**src/rtl/cpu_opponent_pkg.sv**
```systemverilog
// cpu_opponent_pkg
// Shared game constants for the automatic tennis opponent:
//   - oppState_t     : FSM state encoding (IDLE, REACT, SWING, MISS_WAIT)
//   - MISS_THRESH_*  : miss thresholds per difficulty level (64, 32, 8, 0)
//   - LFSR_SEED/TAPS : 16-bit Fibonacci LFSR seed and feedback tap mask
//   - missThreshold  : maps a 2-bit difficulty onto its miss threshold
package cpu_opponent_pkg;

  typedef enum logic [1:0] {
    ST_IDLE      = 2'd0,
    ST_REACT     = 2'd1,
    ST_SWING     = 2'd2,
    ST_MISS_WAIT = 2'd3
  } oppState_t;

  localparam logic [7:0] MISS_THRESH_D0 = 8'd64;
  localparam logic [7:0] MISS_THRESH_D1 = 8'd32;
  localparam logic [7:0] MISS_THRESH_D2 = 8'd8;
  localparam logic [7:0] MISS_THRESH_D3 = 8'd0;

  localparam logic [15:0] LFSR_SEED = 16'hACE1;

  // Right-shifting Fibonacci register: polynomial taps 16,15,13,4 land on
  // state bits 0,1,3,12 and their XOR is shifted back in at bit 15.
  localparam logic [15:0] LFSR_TAPS = 16'h100B;

  // A threshold of 0 means "sample < 0", which can never hold: no misses.
  function automatic logic [7:0] missThreshold(input logic [1:0] difficulty);
    logic [7:0] thresh;
    unique case (difficulty)
      2'd0:    thresh = MISS_THRESH_D0;
      2'd1:    thresh = MISS_THRESH_D1;
      2'd2:    thresh = MISS_THRESH_D2;
      default: thresh = MISS_THRESH_D3;
    endcase
    return thresh;
  endfunction

endpackage

```
**src/rtl/cpu_opponent_lfsr16.sv**
```systemverilog
// lfsr16
// 16-bit maximal-length Fibonacci LFSR, reusable wherever the game needs
// cheap pseudo-random bits (opponent misses, serve randomisation).
// Ports:
//   clk      : system clock
//   reset    : asynchronous active-high reset, loads LFSR_SEED
//   stepEn_i : advance the register by one step this cycle
//   state_o  : current 16-bit register contents (never all-zero)
module lfsr16
  import cpu_opponent_pkg::*;
(
  input  logic        clk,
  input  logic        reset,
  input  logic        stepEn_i,
  output logic [15:0] state_o
);

  logic [15:0] state_q;
  logic [15:0] state_d;
  logic        feedback;

  // Next value: shift right and feed the tap parity into the top bit.
  // The all-zero lock-up state is unreachable from the seed, but should it
  // ever appear the register is pulled back onto the seed.
  always_comb begin
    feedback = ^(state_q & LFSR_TAPS);
    state_d  = state_q;
    if (stepEn_i) begin
      state_d = {feedback, state_q[15:1]};
      if (state_d == 16'h0000) begin
        state_d = LFSR_SEED;
      end
    end
  end

  // State register; reset restarts the sequence from the seed.
  always_ff @(posedge clk or posedge reset) begin
    if (reset) begin
      state_q <= LFSR_SEED;
    end else begin
      state_q <= state_d;
    end
  end

  assign state_o = state_q;

endmodule

```
**src/rtl/cpu_opponent.sv**
```systemverilog
// cpu_opponent
// Automatic right-hand player for the tennis game. Watches the one-hot ball
// position, tracks ball direction, decides hit-or-miss from an LFSR when the
// ball arrives at TRIGGER_POS and, on a hit, raises `hit` after a reaction
// delay and holds it long enough for the slow game clock to see it.
// Ports:
//   clk        : system clock (only clock)
//   reset      : asynchronous active-high reset
//   enable     : opponent active; low forces IDLE and hit=0
//   difficulty : miss-rate select (0 = most misses, 3 = never misses)
//   lights     : ball position, one-hot; bit 15 player-0 end, bit 0 CPU end
//   hit        : registered swing output, drives hits[1] of the game block
//   busy       : high while reacting, swinging or waiting out a miss
module cpu_opponent
  import cpu_opponent_pkg::*;
#(
  parameter int unsigned REACT_CYCLES = 5_000_000,
  parameter int unsigned HOLD_CYCLES  = 100_000_000,
  parameter int unsigned TRIGGER_POS  = 1
) (
  input  logic        clk,
  input  logic        reset,
  input  logic        enable,
  input  logic [1:0]  difficulty,
  input  logic [15:0] lights,
  output logic        hit,
  output logic        busy
);

  // A zero-length reaction or hold is meaningless; run it as one cycle.
  localparam int unsigned REACT_EFF = (REACT_CYCLES == 0) ? 1 : REACT_CYCLES;
  localparam int unsigned HOLD_EFF  = (HOLD_CYCLES == 0) ? 1 : HOLD_CYCLES;
  localparam int unsigned MAX_CYC   = (REACT_EFF > HOLD_EFF) ? REACT_EFF : HOLD_EFF;
  localparam int unsigned CNT_W     = (MAX_CYC > 1) ? $clog2(MAX_CYC) : 1;

  localparam logic [CNT_W-1:0] REACT_LOAD = CNT_W'(REACT_EFF - 1);
  localparam logic [CNT_W-1:0] HOLD_LOAD  = CNT_W'(HOLD_EFF - 1);
  localparam logic [CNT_W-1:0] CNT_ONE    = CNT_W'(1);
  localparam logic [3:0]       TRIG_IDX   = 4'(TRIGGER_POS);

  logic [15:0]      pos_q;
  logic [3:0]       idx;
  logic [4:0]       onesCount;
  logic             posValid;
  logic             posChanged;
  logic             approachNow;
  logic             returning;
  logic             trigger;
  logic             missNow;

  logic [3:0]       prevIdx_q;
  logic             approach_q;

  oppState_t        state_q;
  oppState_t        state_d;
  logic [CNT_W-1:0] count_q;
  logic [CNT_W-1:0] count_d;
  logic             hit_q;
  logic             hit_d;

  logic [15:0]      lfsrState;
  logic [7:0]       missSample;
  logic             unusedLfsrHi;

  lfsr16 u_lfsr (
    .clk      (clk),
    .reset    (reset),
    .stepEn_i (1'b1),
    .state_o  (lfsrState)
  );

  assign missSample   = lfsrState[7:0];
  assign unusedLfsrHi = ^lfsrState[15:8];

  // Single input register for the ball position coming from the game block.
  always_ff @(posedge clk or posedge reset) begin
    if (reset) begin
      pos_q <= 16'h0000;
    end else begin
      pos_q <= lights;
    end
  end

  // One-hot check plus encoder: count set bits and remember the index of the
  // (only) set bit. Score flashes and the serve gap fail the one-hot test.
  always_comb begin
    idx       = 4'd0;
    onesCount = 5'd0;
    for (int i = 0; i < 16; i++) begin
      if (pos_q[i]) begin
        idx       = 4'(i);
        onesCount = onesCount + 5'd1;
      end
    end
  end

  // Events derived from the registered position. The direction used for the
  // trigger is the freshly computed one, so the decision happens in the same
  // cycle the new position is first seen.
  always_comb begin
    posValid    = (onesCount == 5'd1);
    posChanged  = posValid && (idx != prevIdx_q);
    approachNow = posChanged ? (idx < prevIdx_q) : approach_q;
    returning   = posChanged && (idx > prevIdx_q);
    trigger     = enable && posChanged && approachNow && (idx == TRIG_IDX);
    missNow     = (missSample < missThreshold(difficulty));
  end

  // Direction tracking only moves on a change of valid position, so invalid
  // patterns and a ball lingering in place leave it untouched.
  always_ff @(posedge clk or posedge reset) begin
    if (reset) begin
      prevIdx_q  <= 4'd15;
      approach_q <= 1'b0;
    end else if (posChanged) begin
      prevIdx_q  <= idx;
      approach_q <= (idx < prevIdx_q);
    end
  end

  // FSM state register, shared down-counter and the registered hit output.
  always_ff @(posedge clk or posedge reset) begin
    if (reset) begin
      state_q <= ST_IDLE;
      count_q <= '0;
      hit_q   <= 1'b0;
    end else begin
      state_q <= state_d;
      count_q <= count_d;
      hit_q   <= hit_d;
    end
  end

  // Next-state logic. While reacting the ball position is ignored: a ball
  // that reaches index 0 still gets its (possibly late) swing, and the game
  // block judges it. Dropping enable aborts everything next cycle.
  always_comb begin
    state_d = state_q;
    count_d = count_q;
    if (!enable) begin
      state_d = ST_IDLE;
      count_d = '0;
    end else begin
      unique case (state_q)
        ST_IDLE: begin
          if (trigger) begin
            if (missNow) begin
              state_d = ST_MISS_WAIT;
            end else begin
              state_d = ST_REACT;
              count_d = REACT_LOAD;
            end
          end
        end
        ST_REACT: begin
          if (count_q == '0) begin
            state_d = ST_SWING;
            count_d = HOLD_LOAD;
          end else begin
            count_d = count_q - CNT_ONE;
          end
        end
        ST_SWING: begin
          if (returning || !posValid || (count_q == '0)) begin
            state_d = ST_IDLE;
            count_d = '0;
          end else begin
            count_d = count_q - CNT_ONE;
          end
        end
        ST_MISS_WAIT: begin
          if (!posValid || returning) begin
            state_d = ST_IDLE;
          end
        end
        default: begin
          state_d = ST_IDLE;
          count_d = '0;
        end
      endcase
    end
  end

  // Outputs: hit is registered from the next state so it is glitch-free and
  // drops on reset without a clock; busy decodes the current state.
  always_comb begin
    hit_d = (state_d == ST_SWING);
    busy  = (state_q != ST_IDLE);
  end

  assign hit = hit_q;

endmodule

```
**config.mk**
```make
export PLATFORM = sky130hd
export DESIGN_NAME = cpu_opponent
export DESIGN_NICKNAME = d
export VERILOG_FILES = /design/src/rtl/cpu_opponent_pkg.sv /design/src/rtl/cpu_opponent_lfsr16.sv /design/src/rtl/cpu_opponent.sv
export SDC_FILE = /design/constraint.sdc
export NUM_CORES = 1
export LEC_CHECK = 0
export CAP_MARGIN = 5
export CORE_MARGIN = 4
export CORE_UTILIZATION = 50
export CTS_BUF_LIST = sky130_fd_sc_hd__clkbuf_16
export DETAILED_ROUTE_END_ITERATION = 16
export PLACE_DENSITY = 0.68
export RECOVER_POWER = 50
export SYNTH_ARGS = -nofsm -noshare
export SYNTH_HDL_FRONTEND = slang
export SYNTH_SLANG_ARGS = --single-unit
export TNS_END_PERCENT = 100
```
**constraint.sdc**
```tcl
create_clock -name clk -period 28.5 [get_ports clk]
set_input_delay 5.7 -clock clk [delete_from_list [all_inputs] [get_ports clk]]
set_output_delay 5.7 -clock clk [all_outputs]
set_load 0.01 [all_outputs]
```
* Word level (Yosys, flattened, before mapping)
Cells that the tools add are included.
W data, S select, Z words.
** Cells by class
- Add/sub/neg operators :: 16
- $lt $le $gt $ge :: 3
- Equality and inequality tests :: 12
- Multiplexer cells :: 47
- Reductions and logical operators :: 15
** Operators by type and width (count)
- $mux W27 :: 5
- $pmux W27 S3 :: 1
- $add A5 B1 Y5 const B :: 15
- $mux W5 :: 15
- $mux W4 :: 14
- $logic_not A27 Y1 :: 1
- $sub A27 B1 Y27 const B :: 1
- $pmux W7 S3 :: 1
- $logic_not A16 Y1 :: 1
- $mux W16 :: 1
- $reduce_xor A16 Y1 :: 1
- $mux W2 :: 6
- $eq A2 B2 Y1 const B :: 4
- $lt A8 B8 Y1 :: 1
- $pmux W2 S4 :: 1
- $ne A3 B3 Y1 const B :: 2
- $eq A5 B1 Y1 const B :: 1
- $logic_and A1 B1 Y1 :: 5
- $eq A2 B1 Y1 const B :: 2
- $eq A4 B1 Y1 const B :: 1
- $gt A4 B4 Y1 :: 1
- $logic_not A2 Y1 :: 2
- $lt A4 B4 Y1 :: 1
- $ne A4 B1 Y1 const B :: 1
- other kinds (6) :: 9
** Word-level totals
- Flip-flop bits (word level) :: 67
- Bits of input ports :: 21
- Output and inout port bits :: 2
- Word-level logic and storage cells :: 100

* Logic depth before layout (Yosys ltp)
Gate-level depths: netlist (run 1).
- Depth in word-level cells :: 40
- Depth in mapped cells :: 54
- Mapped depth without buffers :: 52

* By module
Synthesis (run 1) repeated with hierarchy kept, for this count alone.
** Unflattened totals
- Cell total of the unflattened synthesis :: 552
- Area total of the unflattened synthesis :: 5118.7 um^2
** By module, submodules not included
- cpu_opponent :: instances 1, cells an instance 506, area an instance 4454.3 um^2
- lfsr16 :: instances 1, cells an instance 46, area an instance 664.4 um^2

* Worst setup path after synthesis (run 1)
OpenSTA, ideal clock, no wires.
- Path kind :: reg-to-reg
- Start :: register pos_q[1]
- End :: register count_q[9]
- Library setup time :: 69 ps
- Arrival :: 9623 ps
- Required time :: 28431 ps
- Path slack :: 18808 ps
- Stages on the path, launching flop included :: 52
- Buffers on the path :: 1
- Cells stage by stage :: dfrtp_1 > inv_1 > ha_1 > xnor2_2 > inv_1 > ha_1 > nand2_1 > o21ai_0 > ha_1 > mux2_2 > ha_1 > a32oi_1 > nand2_1 > ha_1 > mux2_2 > ha_1 > nor2b_1 > or2_2 > [... 16 more ...] > nand2_1 > o31ai_1 > ha_1 > mux2i_1 > inv_1 > ha_1 > nand2_1 > o21ai_0 > ha_1 > nor3b_2 > a311o_2 > o211a_1 > o31ai_1 > a21o_1 > buf_2 > or4_1 > a211o_1 > nand3_1
** Between the ends
- Word-level cells in the longest chain between the ends :: 37
- Elaborated cells on any way between the ends :: 63
- Those cells by class :: add/sub: 14; order compare: 2; eq/ne: 4; mux: 34; reduce/logical: 9
** RTL lines
- start: declaration :: RTL line cpu_opponent.sv:41 : logic [15:0] pos_q;
- start signal: assignment :: RTL line cpu_opponent.sv:80 : pos_q <= lights;
- $mux W5 :: RTL line cpu_opponent.sv:90 : if (pos_q[i]) begin
- $add A5 B1 Y5 :: RTL line cpu_opponent.sv:92 : onesCount = onesCount + 5'd1;
- $mux W5 :: RTL line cpu_opponent.sv:90
- $add A5 B1 Y5 :: RTL line cpu_opponent.sv:92
- $mux W5 :: RTL line cpu_opponent.sv:90
- $add A5 B1 Y5 :: RTL line cpu_opponent.sv:92
- $mux W5 :: RTL line cpu_opponent.sv:90
- $add A5 B1 Y5 :: RTL line cpu_opponent.sv:92
- [... 20 more ...]
- $mux W5 :: RTL line cpu_opponent.sv:90
- $eq A5 B1 Y1 :: RTL line cpu_opponent.sv:101 : posValid = (onesCount == 5'd1);
- $logic_and A1 B1 Y1 :: RTL line cpu_opponent.sv:102 : posChanged = posValid && (idx != prevIdx_q);
- $logic_and A1 B1 Y1 :: RTL line cpu_opponent.sv:104 : returning = posChanged && (idx > prevIdx_q);
- $logic_or A1 B1 Y1 (2 in series) :: RTL line cpu_opponent.sv:164 : if (returning || !posValid || (count_q == '0)) begin
- $mux W27 :: RTL line cpu_opponent.sv:164
- $pmux W27 S3 :: RTL line cpu_opponent.sv:144 : unique case (state_q)
- $mux W27 :: RTL line cpu_opponent.sv:140 : if (!enable) begin
- end signal: assignment :: RTL line cpu_opponent.sv:129 : count_q <= count_d;
- end: declaration :: RTL line cpu_opponent.sv:56 : logic [CNT_W-1:0] count_q;
Parallel ways exist; a longest one is shown, timed or not.
A chain may end at the register's enable or synchronous reset.

* Worst setup path after layout (run 1)
- Start :: register pos_q[1]
- End :: register count_q[7]
Same word-level chain as after synthesis.

==> results.sh, run 1 <==
export IMPL_clk_insertion_delay_late_ns=0.34
export IMPL_fin_util_pct=56.8
export IMPL_syn_cell_area_sq_um=5040
export IMPL_dr_pass1_iters=4
export IMPL_fin_nets=593
export IMPL_worstPathRequired_ns=28.78
export IMPL_track_usage_pct=20.8
export IMPL_core_sq_um=9820
export IMPL_hold_slack_ns=0.377
export IMPL_hold_viol=0
export IMPL_drtIter0Drc=219
export IMPL_drv_slew=67
export IMPL_ir_drop_uv=57.9
export IMPL_setup_worst_path_end_class="register"
export IMPL_grt_max_degree=67
export IMPL_synth_area_leaders="dfrtp_1 (27%), ha_1 (6.5%), dfstp_2 (6.3%)"
export IMPL_synthDistinctLibCells=83
export IMPL_max_freq_mhz=91.0
export IMPL_yosys_area_top_type="dfrtp_1"
export IMPL_grt_pass1_vias=4162
export IMPL_rows=36
export IMPL_worstSetupPathType="register to register"
export IMPL_wirelength_um=11100
export IMPL_worstMarginPinSlew_ns=3.52
export IMPL_synth_edf_count=0
export IMPL_synth_cells=543
export IMPL_max_slew_margin_pct=-135
export IMPL_grt_first_pass_wirelength_um=19600
export IMPL_fin_skew_ns=0.00743
export IMPL_vias_per_cell=5.91
export IMPL_synthFlopType="dfrtp_1"
export IMPL_violations="max-capacitance violations, max-slew violations"
export IMPL_cpMostUsedCell="ha_1"
export IMPL_crit_path_top_delay_cell="a21o_1"
export IMPL_clockRootBuffer="clkbuf_16"
export IMPL_antenna_found_initial=0
export IMPL_start_kind="register"
export IMPL_setup_tns_final_ns=0
export IMPL_via_count=4035
export IMPL_num_antenna_cells=0
export IMPL_htree_levels=3
export IMPL_cts_sinks=66
export IMPL_routabilityCongestion=0.837
export IMPL_async_flop_share_pct=100
export IMPL_cts_hold_buf=0
export IMPL_synth_seq_cells=66
export IMPL_drive_above_1_share_pct=12.9
export IMPL_drv_cap=1
export IMPL_fp_dieW_um=108
export IMPL_start_util_pct=51.4
export IMPL_setup_ws_ns=17.51
export IMPL_pre_cts_slack_ns=17.57
export IMPL_cts_setup_buffers=0
export IMPL_fp_dieArea_sq_um=11800
export IMPL_cts_resized=0
export IMPL_postSynthNetCount=590
export IMPL_yosysTopAreaCellShare_pct=26.8
export IMPL_clockBufferDepth=2
export IMPL_drc=0
export IMPL_totalPowerFinal_mw=0.431
export IMPL_yosys_warnings=0
export IMPL_cts_buffers=9
export IMPL_setup_viol=0
export IMPL_boundaryPins=23
export IMPL_path_max_fanout=28
export IMPL_path_clk_slew_ns=0.06
export IMPL_worstPathArrival_ns=11.27
export IMPL_cts_tree="built"
export IMPL_hold_path_class="register to register"
export IMPL_cp_slowest_stage_delay_ns=0.81
export IMPL_power_density_nw_per_um2=77.3
export IMPL_ant_nets=0
export IMPL_period_needed_ns=10.99
export IMPL_rsz0062_at_grt="false"
export IMPL_area_delta_synth_final_pct=10.6
export IMPL_status="finished with violations"
export IMPL_die_h_um=108
export IMPL_grt_ovfl_total=0
export IMPL_dp_hpwl_um=8090
export IMPL_port_buffers=22
export IMPL_syn_area_per_cell_sq_um=9.29
export IMPL_post_route_period_util_pct=38.6
export IMPL_ys_seq_area_share_pct=33.1
export IMPL_wire_per_inst_um=16.3
export IMPL_leakagePower_nw=2.49
## cell usage after synthesis (10+ instances only)
master / instances
xnor2_1: 24
inv_1: 25
a21oi_1: 16
xor2_1: 10
dfrtp_1: 54
clkbuf_1: 20
dfstp_2: 12
ha_1: 26
o21ai_0: 21
a22o_1: 10
nor2_1: 36
or2_2: 13
or3_1: 11
o31ai_1: 17
nor4_1: 10
nor3_1: 20
nand3_1: 14
nand2_1: 59
## per-layer routing
metal / track usage [%] / wire, um
met2: 35.4 / 5690
met5: 0 / 0
met4: 6.31 / 181
met1: 26.3 / 4780
met3: 5.01 / 467
## per-stage QoR
step	cells	instance area (sq um)
floorplan	543	5040
CTS	683	5580
detailed placement	668	5290
global placement	668	5290
global route	683	5580
finish	683	5580
## sequential cells by signal, indices dropped and copies added (netlist names)
name	flops
state_q	2
hit	1
prevIdx_q	4
count_q	27
pos_q	16
u_lfsr.state_o	16
## critical path: cells and delay by family, from the launching register on
kind / cells / cell delay [ns]
AO/OA/AOI/OAI: 15 / 3.40
XOR/XNOR: 1 / 0.30
buffers and inverters: 3 / 0.22
flip-flops: 1 / 0.36
AND/OR/NAND/NOR: 14 / 1.65
multiplexers: 3 / 0.81
adder cells (fa/ha/maj): 14 / 4.22
## worst paths after layout
check                                            startpoint                     endpoint  slack, ns  cells after the start
max in group asynchronous                             reset           pos_q[7]$_DFF_PP0_      19.35                      3
worst min register to register  u_lfsr.state_o[9]$_DFF_PP0_  u_lfsr.state_o[8]$_DFF_PP0_       0.38                      0
worst max-delay path                     pos_q[1]$_DFF_PP0_       count_q[7]$_DFFE_PP0P_      17.51                     50
worst min-delay path            u_lfsr.state_o[9]$_DFF_PP0_  u_lfsr.state_o[8]$_DFF_PP0_       0.38                      0
min in group asynchronous                             reset                hit$_DFF_PP0_       7.18                      3
worst max register to register           pos_q[1]$_DFF_PP0_       count_q[7]$_DFFE_PP0P_      17.51                     50
## layout make-up
type / count / area [sq um]
Fill cell: 912 / 4240
Multi-Input combinational cell: 421 / 3140
Sequential cell: 66 / 1670
Clock buffer: 9 / 225
Timing Repair Buffer: 23 / 224
Tap cell: 133 / 166
Inverter: 25 / 93.8
Clock inverter: 6 / 66.3
## cells in the final DEF, fill, tap and decap left out, types with 5 or more instances in the layout
cell type / count
nor2_1: 36
xor2_1: 10
mux2i_1: 5
clkdlybuf4s50_1: 5
o31ai_1: 17
or2_2: 13
nor4_1: 10
dlygate4sd3_1: 17
a22o_1: 10
xnor3_1: 6
a21oi_1: 16
dfstp_2: 11
a31oi_1: 6
nand2b_1: 7
or3_1: 11
and3_1: 5
nand4_1: 8
ha_1: 26
xnor2_1: 24
dfrtp_1: 54
inv_1: 24
nand3_1: 14
and2_1: 5
o21ai_0: 21
mux2_2: 5
nor2b_1: 6
nand2_1: 59
clkbuf_16: 9
nor3_1: 20
## power breakdown
group | switching [mW] | leakage (nW) | internal [mW] | total, mW
clock | 0.0423 | 0.136 | 0.0675 | 0.110
combinational | 0.121 | 1.53 | 0.0977 | 0.218
sequential | 0.00405 | 0.829 | 0.0987 | 0.103
## cell families (layout without fill, tap and decap cells)
logic type / Yosys count / count (layout) / synth area share (%)
muxes: 10 / 10 / 2.11
adders and majority gates: 26 / 26 / 6.45
buffers and inverters: 56 / 63 / 4.76
xor gates and xnor gates: 48 / 48 / 12.4
and+or+nand+nor: 219 / 219 / 23.5
DFF: 66 / 66 / 33.1
AOI/OAI and AO/OA: 118 / 118 / 17.7
Power figures use the tool's default switching activity.
==> run 2: changes to the inputs <==
==> constraint.sdc (replaced) <==
create_clock -name clk -period 10.2 [get_ports clk]
set_input_delay 2.04 -clock clk [delete_from_list [all_inputs] [get_ports clk]]
set_output_delay 2.04 -clock clk [all_outputs]
set_load 0.01 [all_outputs]
==> results.sh, run 2 (synthesis gave the netlist of run 1 again) <==
export IMPL_track_usage_pct=20.1
export IMPL_hp_start="u_lfsr.state_o[2]$_DFF_PP0_"
export IMPL_power_density_nw_per_um2=217
export IMPL_clockRootBuffer="clkbuf_16"
export IMPL_cts_tree="built"
export IMPL_setup_tns_final_ns=0
export IMPL_drv_slew=67
export IMPL_cts_sinks=66
export IMPL_final_cell_mix="nand2_1 (55), dfrtp_1 (54), nor2_1 (34)"
export IMPL_path_max_fanout=5
export IMPL_grt_max_degree=67
export IMPL_fin_nets=607
export IMPL_num_antenna_cells=0
export IMPL_max_freq_mhz=103
export IMPL_pre_cts_slack_ns=-0.150
export IMPL_dr_pass1_iters=4
export IMPL_area_delta_synth_final_pct=15.5
export IMPL_start_kind="register"
export IMPL_leakagePower_nw=2.57
export IMPL_boundaryPins=23
export IMPL_clockBufferDepth=2
export IMPL_vias_per_cell=5.91
export IMPL_core_sq_um=9820
export IMPL_routabilityCongestion=0.884
export IMPL_path_delay_family="adder cells"
export IMPL_timing_rr_end="count_q[9]$_DFFE_PP0P_"
export IMPL_ff2ff_path_depth=50
export IMPL_fin_skew_ns=0.00875
export IMPL_ir_drop_uv=138
export IMPL_htree_levels=3
export IMPL_ant_nets=0
export IMPL_timing_rr_start="pos_q[1]$_DFF_PP0_"
export IMPL_rows=36
export IMPL_layout_commonest_cell="nand2_1"
export IMPL_drive_above_1_share_pct=18.9
export IMPL_cts_hold_buf=0
export IMPL_setup_ws_ns=0.467
export IMPL_critical_path_buf_inv_count=2
export IMPL_wire_per_inst_um=16.3
export IMPL_status="finished with violations"
export IMPL_via_count=4122
export IMPL_grt_pass1_vias=4158
export IMPL_post_route_period_util_pct=95.4
export IMPL_fin_area_sq_um=5820
export IMPL_totalPowerFinal_mw=1.26
export IMPL_die_h_um=108
export IMPL_grt_ovfl_total=0
export IMPL_dp_hpwl_um=8010
export IMPL_cp_slowest_stage_delay_ns=0.47
export IMPL_cpMostUsedCell="ha_1"
export IMPL_largest_reg_flops=27
export IMPL_cts_buffers=9
export IMPL_worstPathRequired_ns=10.47
export IMPL_worstPathArrival_ns=10.00
export IMPL_max_slew_margin_pct=-136
export IMPL_setup_viol=0
export IMPL_antenna_found_initial=0
export IMPL_port_buffers=22
export IMPL_worstSetupPathType="register to register"
export IMPL_violations="max-capacitance violations, max-slew violations"
export IMPL_start_util_pct=51.4
export IMPL_top_register="count_q"
export IMPL_r2r_setup_slack_ns=0.47
export IMPL_clk_insertion_delay_late_ns=0.33
export IMPL_place_area_sq_um=5340
export IMPL_fp_dieW_um=108
export IMPL_crit_path_top_delay_cell="or4_1"
export IMPL_worstMarginPinSlew_ns=3.53
export IMPL_drc=0
export IMPL_grt_first_pass_wirelength_um=19000
export IMPL_period_needed_ns=9.73
export IMPL_hold_viol=0
export IMPL_worstHoldPathCells=0
export IMPL_setup_worst_path_end_class="register"
export IMPL_drv_cap=1
export IMPL_fp_dieArea_sq_um=11800
export IMPL_drtIter0Drc=232
export IMPL_worst_hold_path_endpoint="u_lfsr.state_o[1]$_DFF_PP0_"
export IMPL_wirelength_um=11400
export IMPL_hold_path_class="register to register"
export IMPL_path_clk_slew_ns=0.06
==> run 2: final cells by class <==
| type | instances | area (sq um) |
|---|---|---|
| clock buffers | 9 | 225 |
| clock inverters | 7 | 75.1 |
| fillers | 893 | 4000 |
| inverters | 25 | 93.8 |
| multi-input cells | 422 | 3270 |
| flip-flops and latches | 66 | 1670 |
| well taps | 133 | 166 |
| repair buffers | 36 | 325 |
==> run 2: worst max path at each step <==
stage / slack (ns) / endpoint / cells past startpoint / start
floorplan: 0.51 / count_q[9]$_DFFE_PP0P_ / 51 / pos_q[1]$_DFF_PP0_
global placement: 0.31 / count_q[4]$_DFFE_PP0P_ / 52 / pos_q[1]$_DFF_PP0_
detailed placement: -0.15 / count_q[7]$_DFFE_PP0P_ / 51 / pos_q[1]$_DFF_PP0_
CTS: 0.03 / count_q[7]$_DFFE_PP0P_ / 51 / pos_q[1]$_DFF_PP0_
global route: -0.01 / count_q[10]$_DFFE_PP0P_ / 52 / pos_q[1]$_DFF_PP0_
finish: 0.47 / count_q[9]$_DFFE_PP0P_ / 50 / pos_q[1]$_DFF_PP0_
==> run 2: stage by stage <==
step | hold WS, ns | util, % | std cells
2_1_floorplan | 0.429 | - | 543
3_3_place_gp | 0.365 | 54.3 | 674
3_5_place_dp | 0.370 | 54.3 | 674
4_1_cts | 0.386 | 57.5 | 691
5_1_grt | 0.404 | 59.3 | 698
6_report | 0.384 | 59.3 | 698
==> run 2: where the power goes <==
part / total, mW / internal [mW] / switching [mW]
clock: 0.313 / 0.191 / 0.123
sequential: 0.287 / 0.276 / 0.0116
combinational: 0.661 / 0.304 / 0.357
total: 1.26 / 0.771 / 0.491
==> run 2: timing repair <==
item / CTS / global route
pin swaps: 1 / 7
cloned: 0 / 1
setup endpoints to repair: 20 / 34
resized for setup: 2 / 26
buffers inserted: 1 / 6
==> run 2: routing by layer <==
metal,global-route usage (%),share of wire (%),up-vias
li1,-,-,2016
met3,3.52,2.0,14
met2,35.0,51,60
met1,25.3,46,2032
met5,0,0,-
met4,6.04,1.0,0
==> run 3: changes to the inputs <==
--- a/config.mk
+++ b/config.mk
@@ -5,12 +5,13 @@
 export SDC_FILE = /design/constraint.sdc
 export NUM_CORES = 1
 export LEC_CHECK = 0
+export ABC_CLOCK_PERIOD_IN_PS = 10200
 export CAP_MARGIN = 5
 export CORE_MARGIN = 4
-export CORE_UTILIZATION = 50
+export CORE_UTILIZATION = 56
 export CTS_BUF_LIST = sky130_fd_sc_hd__clkbuf_16
 export DETAILED_ROUTE_END_ITERATION = 16
-export PLACE_DENSITY = 0.68
+export PLACE_DENSITY = 0.75
 export RECOVER_POWER = 50
 export SYNTH_ARGS = -nofsm -noshare
 export SYNTH_HDL_FRONTEND = slang
==> results.sh, run 3 (synthesis gave the netlist of run 1 again) <==
export IMPL_rows=34
export IMPL_setup_viol=0
export IMPL_cpMostUsedCell="ha_1"
export IMPL_routabilityCongestion=0.890
export IMPL_start_util_pct=57.8
export IMPL_start_kind="register"
export IMPL_fp_dieArea_sq_um=10600
export IMPL_max_slew_margin_pct=-135
export IMPL_timing_rr_end="count_q[9]$_DFFE_PP0P_"
export IMPL_boundaryPins=23
export IMPL_cts_tree="built"
export IMPL_worstHoldPathCells=0
export IMPL_wire_per_inst_um=17.1
export IMPL_dp_hpwl_um=7930
export IMPL_crit_path_top_delay_cell="or4_4"
export IMPL_worst_hold_path_endpoint="u_lfsr.state_o[1]$_DFF_PP0_"
export IMPL_drive_above_1_share_pct=19.9
export IMPL_fin_skew_ns=0.00550
export IMPL_totalPowerFinal_mw=1.30
export IMPL_cts_hold_buf=0
export IMPL_post_route_period_util_pct=94.6
export IMPL_leakagePower_nw=2.60
export IMPL_port_buffers=22
export IMPL_via_count=4184
export IMPL_grt_max_degree=67
export IMPL_fp_dieW_um=103
export IMPL_dr_pass1_iters=4
export IMPL_cts_buffers=9
export IMPL_path_clk_slew_ns=0.06
export IMPL_vias_per_cell=6.20
export IMPL_violations="max-capacitance violations, max-slew violations"
export IMPL_grt_pass1_vias=4156
export IMPL_drtIter0Drc=192
export IMPL_cp_slowest_stage_delay_ns=0.48
export IMPL_final_cells=675
export IMPL_drv_slew=67
export IMPL_ir_drop_uv=106
export IMPL_drv_cap=1
export IMPL_worstMarginPinSlew_ns=3.53
export IMPL_clk_insertion_delay_late_ns=0.33
export IMPL_die_h_um=103
export IMPL_status="finished with violations"
export IMPL_placedCellCount=646
export IMPL_max_freq_mhz=104
export IMPL_grt_ovfl_total=0
export IMPL_clockBufferDepth=2
export IMPL_wirelength_um=11500
export IMPL_grt_first_pass_wirelength_um=19200
export IMPL_area_delta_synth_final_pct=16.3
export IMPL_clockRootBuffer="clkbuf_16"
export IMPL_ff2ff_path_depth=50
export IMPL_track_usage_pct=22.7
export IMPL_final_cell_mix="nand2_1 (53), dfrtp_1 (53), nor2_1 (34)"
export IMPL_fin_nets=609
export IMPL_worstSetupPathType="register to register"
export IMPL_cts_sinks=66
export IMPL_period_needed_ns=9.65
export IMPL_setup_worst_path_end_class="register"
export IMPL_top_register="count_q"
export IMPL_worstPathArrival_ns=9.91
export IMPL_ant_nets=0
export IMPL_htree_levels=3
export IMPL_num_antenna_cells=0
export IMPL_antenna_found_initial=0
export IMPL_place_area_sq_um=5280
export IMPL_drc=0
export IMPL_r2r_setup_slack_ns=0.55
export IMPL_timing_rr_start="pos_q[1]$_DFF_PP0_"
export IMPL_hold_path_class="register to register"
export IMPL_worstPathRequired_ns=10.46
export IMPL_path_max_fanout=4
export IMPL_power_density_nw_per_um2=222
export IMPL_hp_start="u_lfsr.state_o[2]$_DFF_PP0_"
export IMPL_hold_viol=0
export IMPL_core_sq_um=8720
export IMPL_fin_area_sq_um=5860
export IMPL_largest_reg_flops=27
## run 3: metal layers
metal / up-vias / track usage, % / wire length, um
li1: 2008 / - / -
met1: 2051 / 27.6 / 4730
met2: 99 / 40.0 / 6050
met3: 26 / 4.13 / 479
met4: 0 / 8.76 / 267
met5: - / 0 / 0
## run 3: through the flow
stage / hold WS, ns / utilization [%] / worst slack (ns) / setup TNS, ns
2_1_floorplan: 0.429 / - / 0.508 / 0
3_3_place_gp: 0.369 / 60.6 / 0.397 / 0
3_5_place_dp: 0.371 / 60.6 / -0.0375 / -0.126
4_1_cts: 0.386 / 64.1 / 0.0112 / 0
5_1_grt: 0.407 / 67.2 / -0.0775 / -0.345
6_report: 0.384 / 67.2 / 0.548 / 0
## run 3: final cells by class
type,count,area (sq um)
inverter,25,93.8
timing repair buffer,39,364
clock buffer,9,225
clock inverter,7,83.8
sequential,66,1670
multi-input combinational,421,3290
tap,108,135
fill,661,2860
## run 3: timing repair
item,CTS,global route
buffers inserted,0,13
gates resized for setup,1,34
endpoints found under the setup margin,10,34
pin swaps,1,12
hold endpoints to repair,0,0
## run 3: worst max-delay path by stage
stage,endpoint,from,depth (start not counted)
2_1_floorplan,count_q[9]$_DFFE_PP0P_,pos_q[1]$_DFF_PP0_,51
3_3_place_gp,count_q[13]$_DFFE_PP0P_,pos_q[1]$_DFF_PP0_,51
3_5_place_dp,count_q[13]$_DFFE_PP0P_,pos_q[1]$_DFF_PP0_,51
4_1_cts,count_q[9]$_DFFE_PP0P_,pos_q[1]$_DFF_PP0_,50
5_1_grt,count_q[9]$_DFFE_PP0P_,pos_q[1]$_DFF_PP0_,50
6_report,count_q[9]$_DFFE_PP0P_,pos_q[1]$_DFF_PP0_,50
## run 3: power by group
group | switching (mW) | internal, mW | total [mW] | leakage [nW]
clock | 0.129 | 0.194 | 0.323 | 0.149
combinational | 0.371 | 0.320 | 0.691 | 1.63
sequential | 0.0120 | 0.276 | 0.288 | 0.827
total | 0.512 | 0.789 | 1.30 | 2.60
## run 3: worst max-delay path: cells and delay by family, from the launching register on
kind / cells / cell delay, ns
and+or+nand+nor: 17 / 2.34
muxes: 3 / 0.72
AOI/OAI and AO/OA: 14 / 2.07
adders and majority gates: 14 / 3.88
buffers and inverters: 2 / 0.11
DFF: 1 / 0.43
